==> config.mk <==
export PLATFORM = sky130hd
export DESIGN_NAME = serial_rom_arbiter
export DESIGN_NICKNAME = d
export VERILOG_FILES = /design/src/rtl/serial_rom_arbiter.sv
export SDC_FILE = /design/constraint.sdc
export NUM_CORES = 1
export LEC_CHECK = 0
export ABC_CLOCK_PERIOD_IN_PS = 2300
export CAP_MARGIN = 30
export CORE_MARGIN = 4
export CORE_UTILIZATION = 50
export DETAILED_ROUTE_END_ITERATION = 16
export PLACE_DENSITY_LB_ADDON = 0.3
export SLEW_MARGIN = 10
export SYNTH_ARGS = -nofsm -noshare
export SYNTH_HDL_FRONTEND = slang
export SYNTH_SLANG_ARGS = --single-unit
==> constraint.sdc <==
create_clock -name clk -period 2.3 [get_ports clk]
set_input_delay 0.69 -clock clk [delete_from_list [all_inputs] [get_ports clk]]
set_output_delay 0.69 -clock clk [all_outputs]
set_load 0.01 [all_outputs]
==> src/rtl/serial_rom_arbiter.sv <==
// Two-requester arbiter in front of a bit-serial ROM: one read at a time, DATA_W bits shifted LSB first.
// Define SRA_FIXED_PRIO_EN for fixed priority (requester 0 wins ties); default build is round-robin.
module serial_rom_arbiter #(
  parameter int ADDR_W = 4,
  parameter int DATA_W = 4
) (
  input  logic              clk,
  input  logic              rst_n,
  input  logic              req0_valid,
  input  logic [ADDR_W-1:0] req0_addr,
  output logic              req0_ready,
  output logic              rsp0_valid,
  output logic [DATA_W-1:0] rsp0_data,
  input  logic              req1_valid,
  input  logic [ADDR_W-1:0] req1_addr,
  output logic              req1_ready,
  output logic              rsp1_valid,
  output logic [DATA_W-1:0] rsp1_data,
  output logic [ADDR_W-1:0] rom_addr,
  output logic              rom_cs,
  output logic              rom_start,
  input  logic              rom_bit,
  output logic              busy
);
  localparam int CNT_W = $clog2(DATA_W + 1);
  localparam logic [CNT_W-1:0] CNT_ZERO = {CNT_W{1'b0}};
  localparam logic [CNT_W-1:0] CNT_ONE  = CNT_W'(1);
  localparam logic [CNT_W-1:0] CNT_LAST = CNT_W'(DATA_W);

  typedef enum logic [1:0] {
    IDLE = 2'd0,
    XFER = 2'd1,
    DONE = 2'd2
  } state_e;

  state_e            state_q;
  logic [CNT_W-1:0]  cnt_q;
  logic [DATA_W-2:0] shift_q;
  logic              owner_q;
  logic [ADDR_W-1:0] rom_addr_q;
  logic              rom_cs_q;
  logic              rsp0_valid_q;
  logic              rsp1_valid_q;
  logic [DATA_W-1:0] rsp0_data_q;
  logic [DATA_W-1:0] rsp1_data_q;
  logic              grant0_d;
  logic              grant1_d;
  logic [DATA_W-1:0] word_d;
`ifndef SRA_FIXED_PRIO_EN
  logic              last_grant_q;
`endif

  // Incoming bit joins the bits already shifted in; complete once cnt reaches DATA_W.
  assign word_d = {rom_bit, shift_q};

  // Grant decision, only while IDLE and out of reset.
  always_comb begin
    grant0_d = 1'b0;
    grant1_d = 1'b0;
    if (rst_n && (state_q == IDLE)) begin
      if (req0_valid && req1_valid) begin
`ifdef SRA_FIXED_PRIO_EN
        grant0_d = 1'b1;
        grant1_d = 1'b0;
`else
        grant0_d = last_grant_q;
        grant1_d = ~last_grant_q;
`endif
      end else begin
        grant0_d = req0_valid;
        grant1_d = req1_valid;
      end
    end else begin
      grant0_d = 1'b0;
      grant1_d = 1'b0;
    end
  end

  // Transfer FSM with all externally visible controls registered.
  always_ff @(posedge clk or negedge rst_n) begin
    if (!rst_n) begin
      state_q      <= IDLE;
      cnt_q        <= CNT_ZERO;
      shift_q      <= {(DATA_W-1){1'b0}};
      owner_q      <= 1'b0;
      rom_addr_q   <= {ADDR_W{1'b0}};
      rom_cs_q     <= 1'b0;
      rsp0_valid_q <= 1'b0;
      rsp1_valid_q <= 1'b0;
      rsp0_data_q  <= {DATA_W{1'b0}};
      rsp1_data_q  <= {DATA_W{1'b0}};
`ifndef SRA_FIXED_PRIO_EN
      last_grant_q <= 1'b1;
`endif
    end else begin
      rsp0_valid_q <= 1'b0;
      rsp1_valid_q <= 1'b0;
      case (state_q)
        IDLE: begin
          if (grant0_d || grant1_d) begin
            rom_addr_q <= grant1_d ? req1_addr : req0_addr;
            owner_q    <= grant1_d;
            cnt_q      <= CNT_ZERO;
            shift_q    <= {(DATA_W-1){1'b0}};
            rom_cs_q   <= 1'b1;
            state_q    <= XFER;
`ifndef SRA_FIXED_PRIO_EN
            last_grant_q <= grant1_d;
`endif
          end
        end
        XFER: begin
          // Bit k arrives one cycle after the k-th enabled cycle, so capture lags cnt by one.
          if (cnt_q != CNT_ZERO) begin
            shift_q <= word_d[DATA_W-1:1];
          end
          if (cnt_q == (CNT_LAST - CNT_ONE)) begin
            rom_cs_q <= 1'b0;
          end
          if (cnt_q == CNT_LAST) begin
            cnt_q   <= CNT_ZERO;
            state_q <= DONE;
            if (owner_q) begin
              rsp1_valid_q <= 1'b1;
              rsp1_data_q  <= word_d;
            end else begin
              rsp0_valid_q <= 1'b1;
              rsp0_data_q  <= word_d;
            end
          end else begin
            cnt_q <= cnt_q + CNT_ONE;
          end
        end
        DONE: begin
          state_q <= IDLE;
        end
        default: begin
          state_q  <= IDLE;
          rom_cs_q <= 1'b0;
          cnt_q    <= CNT_ZERO;
        end
      endcase
    end
  end

  assign req0_ready = grant0_d;
  assign req1_ready = grant1_d;
  assign rsp0_valid = rsp0_valid_q;
  assign rsp1_valid = rsp1_valid_q;
  assign rsp0_data  = rsp0_data_q;
  assign rsp1_data  = rsp1_data_q;
  assign rom_addr   = rom_addr_q;
  assign rom_cs     = rom_cs_q;
  assign rom_start  = rom_cs_q;
  assign busy       = (state_q != IDLE);

endmodule

==> run summary, run 1 <==
outcome -> finished, final reports clean
Clk Latency, worst-skew pair -> 0.32 ns
Layout area overhead -> 38.8%
path type of the worst setup path -> primary input to output pin
post-route ant nets -> 0
worst-case clock buffer depth -> 2
Die Height -> 56.4 um
Min Clock Period, post-route -> 2.23 ns
Crit path largest cell delay -> 0.43 ns
Synth Area per Inst -> 11.8 sq um
largest net degree at the start of global routing -> 27
DRT met1 WL -> 996 um
placed instance area -> 1580 sq um
Place WS -> -0.708 ns
# setup viols final -> 0
drt first pass iters -> 4
Critical path buffers and inverters -> 2
vias in the first global route -> 874
Core Util, Final -> 0.735
metal3 WL -> 141 um
Via density -> 5.27
Fin. Hold Viols -> 0
leakage power -> 0.751 nW
PnR worst setup slack -> 0.0661 ns
total grt overflow -> 0
FF-to-FF path depth -> 5
most frequent cells in the layout -> 25 x clkdlybuf4s50_1, 24 x dfrtp_1, 13 x buf_4
met2 wire len -> 1.26 mm
routed via count -> 896
CP max-delay cell -> or3b_4
Synth Register Bits -> 25
Core Area -> 2210 sq um
reg2reg start -> cnt_q[0]
CTS tree -> done
final worst path period share -> 0.971
CTS root buf -> clkbuf_4
first-pass GRT wire length -> 3.92 mm
Synthesis Warnings -> 0
Clk pin slew, worst setup/hold paths -> 0.14 ns
Startpoint Class -> primary input
CP Launch Point -> rst_n
Worst R2R End -> rsp0_data[0]
Yosys cell types -> 33
Max IR drop VDD -> 0.635 mV
Max Clk Rate -> 448 MHz
Setup Skew -> 0.00491 ns
FP Rows -> 17
post-DP HPWL -> 1.90 mm
synthesized cell area -> 1170 sq um
Filler cells -> 159
sequential share of the synthesized area -> 0.535
commonest non-fill, non-tap cell in the layout -> clkdlybuf4s50_1
fraction of layout cells with a size suffix above 1 -> 0.261
PD cells -> 1200 nW/um^2
nets -> 159
setup slack, reg-to-reg -> 0.66 ns
CTS Sinks -> 25
# diodes -> 0
syn_nets -> 115
Max Cap Violations -> 0
GR Util All Layers -> 0.157
Rel. slew slack -> 0.696
actual slew at the worst max-slew pin -> 0.452 ns
initial DRC count -> 6
hold crit path type -> primary input to asynchronous set/reset pin
Port-buffer cells -> 31
drt drc -> 0
top routing layer in use -> met4
full die area -> 3180 sq um
Initial Util -> 0.529
RSZ-0062 raised after global routing -> no
GPL Wtd Cong -> 0.778
htree depth -> 1
critical path cell sequence -> clkdlybuf4s15_1 -> or3b_4 -> nor2_2 -> buf_2
setup bufs post-CTS -> 0
Fin Hold WS -> 0.465 ns
Post-CTS Hold Buffers -> 0
Crit path required time -> 1.61 ns
Cells after Synth -> 99
drt wl/cell -> 14.3 um
fin area -> 1630 sq um
chip width -> 56.4 um
Top delay family on crit path -> simple AND/OR/NAND/NOR gates
initial antenna violation count -> 0
CTS Buf Count -> 3
CP Capture Type -> output pin
CP max FO -> 3
io pins -> 32
final max-slew violation count -> 0
Worst EP arrival -> 1.54 ns
Detailed Route WL -> 2.43 mm
## cell type report
cell class | count | area (sq um) | share of cell area
multi-input cells | 63 | 503 | 0.309
inverters | 6 | 22.5 | 0.0139
well taps | 28 | 35.0 | 0.0216
flip-flops and latches | 25 | 627 | 0.386
clock inverters | 1 | 7.51 | 0.00462
clock buffers | 3 | 22.5 | 0.0139
repair buffers | 44 | 408 | 0.251
## synth_stat cells, drive strengths merged
cell     number  area, sq um
mux2          8          105
a21bo         1         10.0
o2bb2ai       3         26.3
buf           4         31.3
and2          1         6.26
nor3b         1         18.8
a21oi         5         25.0
nor2          3         13.8
nand2b        1         6.26
ha            3         37.5
nand3         5         25.0
nand2         5         18.8
dfstp         1         26.3
clkbuf        1         3.75
and4b         1         13.8
a31oi         4         25.0
o31ai         2         15.0
dfrtp        24          601
nand3b        1         7.51
inv           6         22.5
or2           2         12.5
a21boi        1         7.51
or3b          1         8.76
o21ai         9         45.0
o32ai         1         16.3
a21o          3         22.5
nor2b         2         20.0
## power by group
group / switching (mW) / internal, mW
combinational: 0.429 / 0.560
clock: 0.135 / 0.0665
sequential: 0.124 / 0.635
total: 0.688 / 1.26
## per-layer routing
metal / GRT usage / vias to the layer above
met5: 0 / -
met2: 0.277 / 26
met1: 0.184 / 426
met4: 0.0610 / 0
met3: 0.0345 / 4
li1: - / 440
## timing repair
item	CTS	global route
pin swaps	1	0
endpoints found under the setup margin	3	2
resized for setup	13	6
## worst max-delay path by stage
| stage | cells after the start | endpoint | slack (ns) |
|---|---|---|---|
| 3_5_place_dp | 4 | req1_ready | -0.71 |
| 5_1_grt | 4 | req0_ready | 0.01 |
| 6_report | 4 | req0_ready | 0.07 |
| 2_1_floorplan | 2 | req1_ready | 0.31 |
| 4_1_cts | 4 | req1_ready | -0.04 |
| 3_3_place_gp | 4 | req1_ready | -0.69 |
## registers in the layout (all words and copies together) (netlist names)
name,count
rom_cs,1
state_q,2
rsp0_valid,1
rsp1_data,4
owner_q,1
cnt_q,3
last_grant_q,1
rsp0_data,4
shift_q,3
rom_addr,4
rsp1_valid,1
## per-stage QoR
stage / cells / setup TNS (ns) / total power [mW]
after floorplan: 99 / 0 / 1.30
after global placement: 166 / -1.41 / 1.71
after detailed placement: 166 / -1.73 / 1.76
after CTS: 170 / -0.0710 / 1.97
after global routing: 170 / 0 / 2.09
final: 170 / 0 / 1.95
## logic make-up (layout without fill, tap and decap cells)
logic type | count (synthesis) | in the layout | share of synthesized area
mux | 8 | 8 | 0.0897
simple gates | 23 | 23 | 0.129
fa+ha+maj | 3 | 3 | 0.0321
buf+inv | 11 | 54 | 0.0491
flops | 25 | 25 | 0.535
compound gates | 29 | 29 | 0.165
Note: power is estimated with default switching activity, not from simulation.
==> run 2: changes to the inputs <==
--- a/config.mk
+++ b/config.mk
@@ -9,6 +9,7 @@
 export CAP_MARGIN = 30
 export CORE_MARGIN = 4
 export CORE_UTILIZATION = 50
+export CTS_BUF_LIST = sky130_fd_sc_hd__clkbuf_16
 export DETAILED_ROUTE_END_ITERATION = 16
 export PLACE_DENSITY_LB_ADDON = 0.3
 export SLEW_MARGIN = 10
==> run summary, run 2 (synthesis gave the netlist of run 1 again) <==
outcome -> finished, final reports clean
nets -> 160 (+0.63%)
first-pass GRT wire length -> 4.08 mm (+4.2%)
Comb power frac -> 0.465 (-0.042)
post-route ant nets -> 0 (unchanged)
Filler cells -> 158 (-0.63%)
post-DP HPWL -> 1.90 mm (unchanged)
reg2reg start -> cnt_q[0]
Via density -> 5.26 (-0.14%)
hold path startpoint -> rom_cs
Layout area overhead -> 43.8%
CP max FO -> 3 (unchanged)
Rel. slew slack -> 0.700 (+0.00405)
fraction of layout cells with a size suffix above 1 -> 0.266 (+0.00517)
Startpoint Class -> primary input
drt wl/cell -> 14.7 um (+2.7%)
largest net degree at the start of global routing -> 27 (unchanged)
fin area -> 1680 sq um (+3.6%)
Core Util, Final -> 0.761 (+0.0266)
CTS Buf Count -> 3 (unchanged)
Worst EP arrival -> 1.57 ns (+0.03 ns)
met2 wire len -> 1.32 mm (+4.6%)
Place WS -> -0.708 ns (unchanged)
Min Clock Period, post-route -> 2.26 ns (+0.0282 ns)
Hold Path End -> rom_cs
Fin. Hold Viols -> 0 (unchanged)
Max Cap Violations -> 0 (unchanged)
CP Capture Type -> output pin
chip width -> 56.4 um (unchanged)
CTS Sinks -> 25 (unchanged)
htree depth -> 1 (unchanged)
Core Area -> 2210 sq um (unchanged)
Port-buffer cells -> 31 (unchanged)
Die Height -> 56.4 um (unchanged)
CTS root buf -> clkbuf_16
sequential share of power -> 0.355 (-0.034)
final max-slew violation count -> 0 (unchanged)
path type of the worst setup path -> primary input to output pin
total grt overflow -> 0 (unchanged)
Clk network pwr share -> 0.181 (+0.078)
routed via count -> 900 (+0.45%)
Clk Latency, worst-skew pair -> 0.26 ns (-0.06 ns)
Max IR drop VDD -> 0.893 mV (+41%)
# setup viols final -> 0 (unchanged)
WHS Path Cells -> 2
Max Clk Rate -> 442 MHz (-1.2%)
# diodes -> 0 (unchanged)
vias in the first global route -> 883 (+1.0%)
GR Util All Layers -> 0.166 (+0.00928)
RSZ-0062 raised after global routing -> no
top routing layer in use -> met4
hold crit path type -> flop to flop
placed instance area -> 1580 sq um (unchanged)
FP Rows -> 17 (unchanged)
Cell Int Power -> 1.44 mW (+14%)
Psw -> 0.717 mW (+4.2%)
final worst path period share -> 0.984 (+0.0123)
FF-to-FF path depth -> 5 (unchanged)
CTS tree -> done
drt first pass iters -> 3 (-1)
full die area -> 3180 sq um (unchanged)
Crit path required time -> 1.61 ns (about the same)
worst-case clock buffer depth -> 2 (unchanged)
Tot Pwr -> 2.16 mW (+11%)
PnR worst setup slack -> 0.0379 ns (-0.0282 ns)
drt drc -> 0 (unchanged)
Detailed Route WL -> 2.51 mm (+3.3%)
DRT met1 WL -> 1.05 mm (+5.0%)
Setup Skew -> 0.00287 ns (-0.00204 ns)
PD cells -> 1280 nW/um^2 (+6.8%)
Initial Util -> 0.529 (unchanged)
Clk pin slew, worst setup/hold paths -> 0.06 ns (-0.08 ns)
initial DRC count -> 13 (+7)
commonest non-fill, non-tap cell in the layout -> clkdlybuf4s50_1
GPL Wtd Cong -> 0.778 (unchanged)
switching part of the total -> 0.332 (-0.0207)
setup slack, reg-to-reg -> 0.65 ns (about the same)
leakage power -> 0.779 nW (+3.8%)
Post-CTS Hold Buffers -> 0 (unchanged)
metal3 WL -> 112 um (-21%)
io pins -> 32 (unchanged)
actual slew at the worst max-slew pin -> 0.446 ns (-0.00602 ns)
Worst R2R End -> rsp0_data[0]
most frequent cells in the layout -> 25 x clkdlybuf4s50_1, 24 x dfrtp_1, 14 x buf_4
initial antenna violation count -> 0 (unchanged)
-- run 2: changes by cell type in the layout (fill, tap and decap cells not counted) --
cell / before / now
clkbuf_4: 3 / 0
buf_4: 13 / 14
clkbuf_16: 0 / 3
clkdlybuf4s15_1: 1 / 0
dlygate4sd2_1: 1 / 2
-- run 2: repair_timing --
action	CTS	global route
buffers inserted	1	0
endpoints found under the setup margin	2	3
resized for setup	15	3
pin swaps	1	1
-- run 2: worst max-delay path: stages --
cell	delay, ns
dlygate4sd2_1	0.22
or3b_4	0.43
nor2_4	0.12
buf_6	0.11
-- run 2: layer usage --
metal,up-vias,GRT usage
met5,-,0
met4,0,0.0712
met3,4,0.0345
met2,22,0.295
met1,432,0.191
li1,442,-
-- run 2: stage by stage --
| step | hold WS, ns | instances | TNS, ns |
|---|---|---|---|
| floorplan | 0.394 | 99 | 0 |
| global placement | 0.482 | 166 | -1.41 |
| detailed placement | 0.493 | 166 | -1.73 |
| CTS | 0.506 | 171 | 0 |
| global route | 0.532 | 171 | 0 |
| finish | 0.502 | 171 | 0 |
-- run 2: worst max-delay path by stage --
stage | slack [ns] | depth (start not counted) | end | from
after floorplan | 0.31 | 2 | req1_ready | rst_n
after global placement | -0.69 | 4 | req1_ready | rst_n
after detailed placement | -0.71 | 4 | req1_ready | rst_n
after CTS | 0.003 | 4 | req1_ready | req0_valid
after global routing | 0.005 | 4 | req0_ready | rst_n
final | 0.04 | 4 | req1_ready | rst_n
-- run 2: layout make-up --
class,instances,area (sq um),share of cell area
flip-flops and latches,25,627,0.372
repair buffers,45,414,0.246
clock buffers,3,75.1,0.0446
multi-input cells,63,503,0.299
well taps,28,35.0,0.0208
clock inverters,1,7.51,0.00446
inverters,6,22.5,0.0134
-- run 2: power groups by stage --
stage | registers [mW] | logic [mW] | clock network (mW)
after CTS | 0.765 | 1.02 | 0.401
after global routing | 0.792 | 1.08 | 0.417
final | 0.765 | 1.00 | 0.390
after floorplan | 0.805 | 0.496 | 0
after detailed placement | 0.767 | 0.997 | 0
after global placement | 0.754 | 0.958 | 0
==> run 3: changes to the inputs <==
--- a/config.mk
+++ b/config.mk
@@ -11,7 +11,8 @@
 export CORE_UTILIZATION = 50
 export CTS_BUF_LIST = sky130_fd_sc_hd__clkbuf_16
 export DETAILED_ROUTE_END_ITERATION = 16
-export PLACE_DENSITY_LB_ADDON = 0.3
+export PLACE_DENSITY = 0.94
+export RECOVER_POWER = 100
 export SLEW_MARGIN = 10
 export SYNTH_ARGS = -nofsm -noshare
 export SYNTH_HDL_FRONTEND = slang
==> run summary, run 3 (synthesis gave the netlist of run 1 again) <==
fin area -> 1670 sq um (-1.1%)
drt drc -> 0 (unchanged)
vias in the first global route -> 1046 (+18%)
Crit path required time -> 1.61 ns (about the same)
Setup Skew -> 0.00243 ns (-0.000443 ns)
PD cells -> 1310 nW/um^2 (+2.1%)
top routing layer in use -> met4
Post-CTS Hold Buffers -> 0 (unchanged)
non-filler cells, final -> 169 (-1.2%)
critical path cell sequence -> dlygate4sd2_1 -> or3b_4 -> nor2_4 -> buf_6
drt wl/cell -> 17.2 um (+17%)
Fin. Hold Viols -> 0 (unchanged)
placed instance area -> 1570 sq um (-0.47%)
commonest non-fill, non-tap cell in the layout -> clkdlybuf4s50_1
Tot Pwr -> 2.18 mW (+1.0%)
htree depth -> 1 (unchanged)
GR Util All Layers -> 0.207 (+0.0408)
Clk Latency, worst-skew pair -> 0.26 ns (about the same)
RSZ-0062 raised after global routing -> yes
largest net degree at the start of global routing -> 27 (unchanged)
Startpoint Class -> primary input
CTS Sinks -> 25 (unchanged)
FP Rows -> 17 (unchanged)
# diodes -> 0 (unchanged)
nets -> 158 (-1.3%)
initial antenna violation count -> 0 (unchanged)
Initial Util -> 0.529 (unchanged)
Die Height -> 56.4 um (unchanged)
full die area -> 3180 sq um (unchanged)
CTS tree -> done
hold crit path type -> flop to flop
Port-buffer cells -> 31 (unchanged)
path type of the worst setup path -> primary input to output pin
worst-case clock buffer depth -> 2 (unchanged)
CP Capture Type -> output pin
Worst EP arrival -> 1.56 ns (about the same)
CTS Buf Count -> 3 (unchanged)
setup bufs post-CTS -> 0 (-1)
total grt overflow -> 0 (unchanged)
metal3 WL -> 128 um (+14%)
CP max-delay cell -> or3b_4
Core Util, Final -> 0.753 (-0.00848)
CP max FO -> 3 (unchanged)
CTS root buf -> clkbuf_16
Max Cap Violations -> 0 (unchanged)
leakage power -> 0.761 nW (-2.3%)
first-pass GRT wire length -> 4.86 mm (+19%)
# setup viols final -> 0 (unchanged)
most frequent cells in the layout -> 25 x clkdlybuf4s50_1, 24 x dfrtp_1, 12 x buf_4
post-route ant nets -> 0 (unchanged)
DRT met1 WL -> 1.11 mm (+6.4%)
initial DRC count -> 18 (+5)
outcome -> finished, final reports clean
Layout area overhead -> 42.2%
Max Clk Rate -> 445 MHz (+0.55%)
Core Area -> 2210 sq um (unchanged)
routed via count -> 912 (+1.3%)
actual slew at the worst max-slew pin -> 0.442 ns (-0.00389 ns)
post-DP HPWL -> 2.15 mm (+13%)
Detailed Route WL -> 2.90 mm (+15%)
GPL Wtd Cong -> 0.719 (-7.6%)
final worst path period share -> 0.978 (-0.00539)
Setup TNS Final -> 0 ns (unchanged)
Min Clock Period, post-route -> 2.25 ns (-0.0124 ns)
fraction of layout cells with a size suffix above 1 -> 0.255 (-0.0104)
io pins -> 32 (unchanged)
chip width -> 56.4 um (unchanged)
Top delay family on crit path -> simple AND/OR/NAND/NOR gates
Crit path largest cell delay -> 0.43 ns (about the same)
Rel. slew slack -> 0.702 (+0.00262)
drt first pass iters -> 4 (+1)
Via density -> 5.40 (+2.5%)
met2 wire len -> 1.57 mm (+19%)
Critical path buffers and inverters -> 2 (unchanged)
placed cells -> 165 (-0.60%)
final max-slew violation count -> 0 (unchanged)
Filler cells -> 141 (-11%)
Clk pin slew, worst setup/hold paths -> 0.06 ns (about the same)
Max IR drop VDD -> 0.705 mV (-21%)
[run 3: repair_timing]
item / in CTS / in global routing
gates cloned: 0 / 0
resized for setup: 16 / 2
endpoints found under the setup margin: 2 / 2
pin swaps: 2 / 0
[run 3: through the flow]
stage / worst slack, ns / hold slack [ns]
5_1_grt: -0.00366 / 0.509
3_3_place_gp: -0.691 / 0.489
2_1_floorplan: 0.309 / 0.394
6_report: 0.0503 / 0.507
4_1_cts: 0.000665 / 0.507
3_5_place_dp: -0.697 / 0.493
[run 3: path summary, 6_finish.rpt]
path | start | endpoint | slack [ns] | depth (start not counted)
max in group asynchronous | rst_n | last_grant_q | 1.43 | 2
hold / removal | rsp1_data[0] | rsp1_data[0] | 0.51 | 1
setup / recovery | rst_n | req1_ready | 0.05 | 4
hold reg to reg | rsp1_data[0] | rsp1_data[0] | 0.51 | 1
min in group asynchronous | rst_n | cnt_q[1] | 0.57 | 2
setup reg to reg | cnt_q[0] | rsp0_data[1] | 0.61 | 5
[run 3: final cells by class]
| type | instances | area, sq um | share of cell area |
|---|---|---|---|
| clock buffer | 3 | 75.1 | 0.0451 |
| clock inverter | 1 | 7.51 | 0.00451 |
| inverter | 6 | 22.5 | 0.0135 |
| multi-input combinational | 63 | 503 | 0.302 |
| sequential | 25 | 627 | 0.376 |
| tap | 28 | 35.0 | 0.0210 |
| timing repair buffer | 43 | 395 | 0.237 |
[run 3: routing by layer]
layer	vias to the layer above	global-route usage
li1	433	-
met1	449	0.220
met2	22	0.357
met3	8	0.0667
met4	0	0.119
met5	-	0
[run 3: report_power, final]
part           internal (mW)  leakage [nW]  switching (mW)  total [mW]
registers              0.638         0.308           0.136       0.774
clock network          0.236        0.0371           0.160       0.396
logic                  0.562         0.416           0.447        1.01
total                   1.44         0.761           0.743        2.18
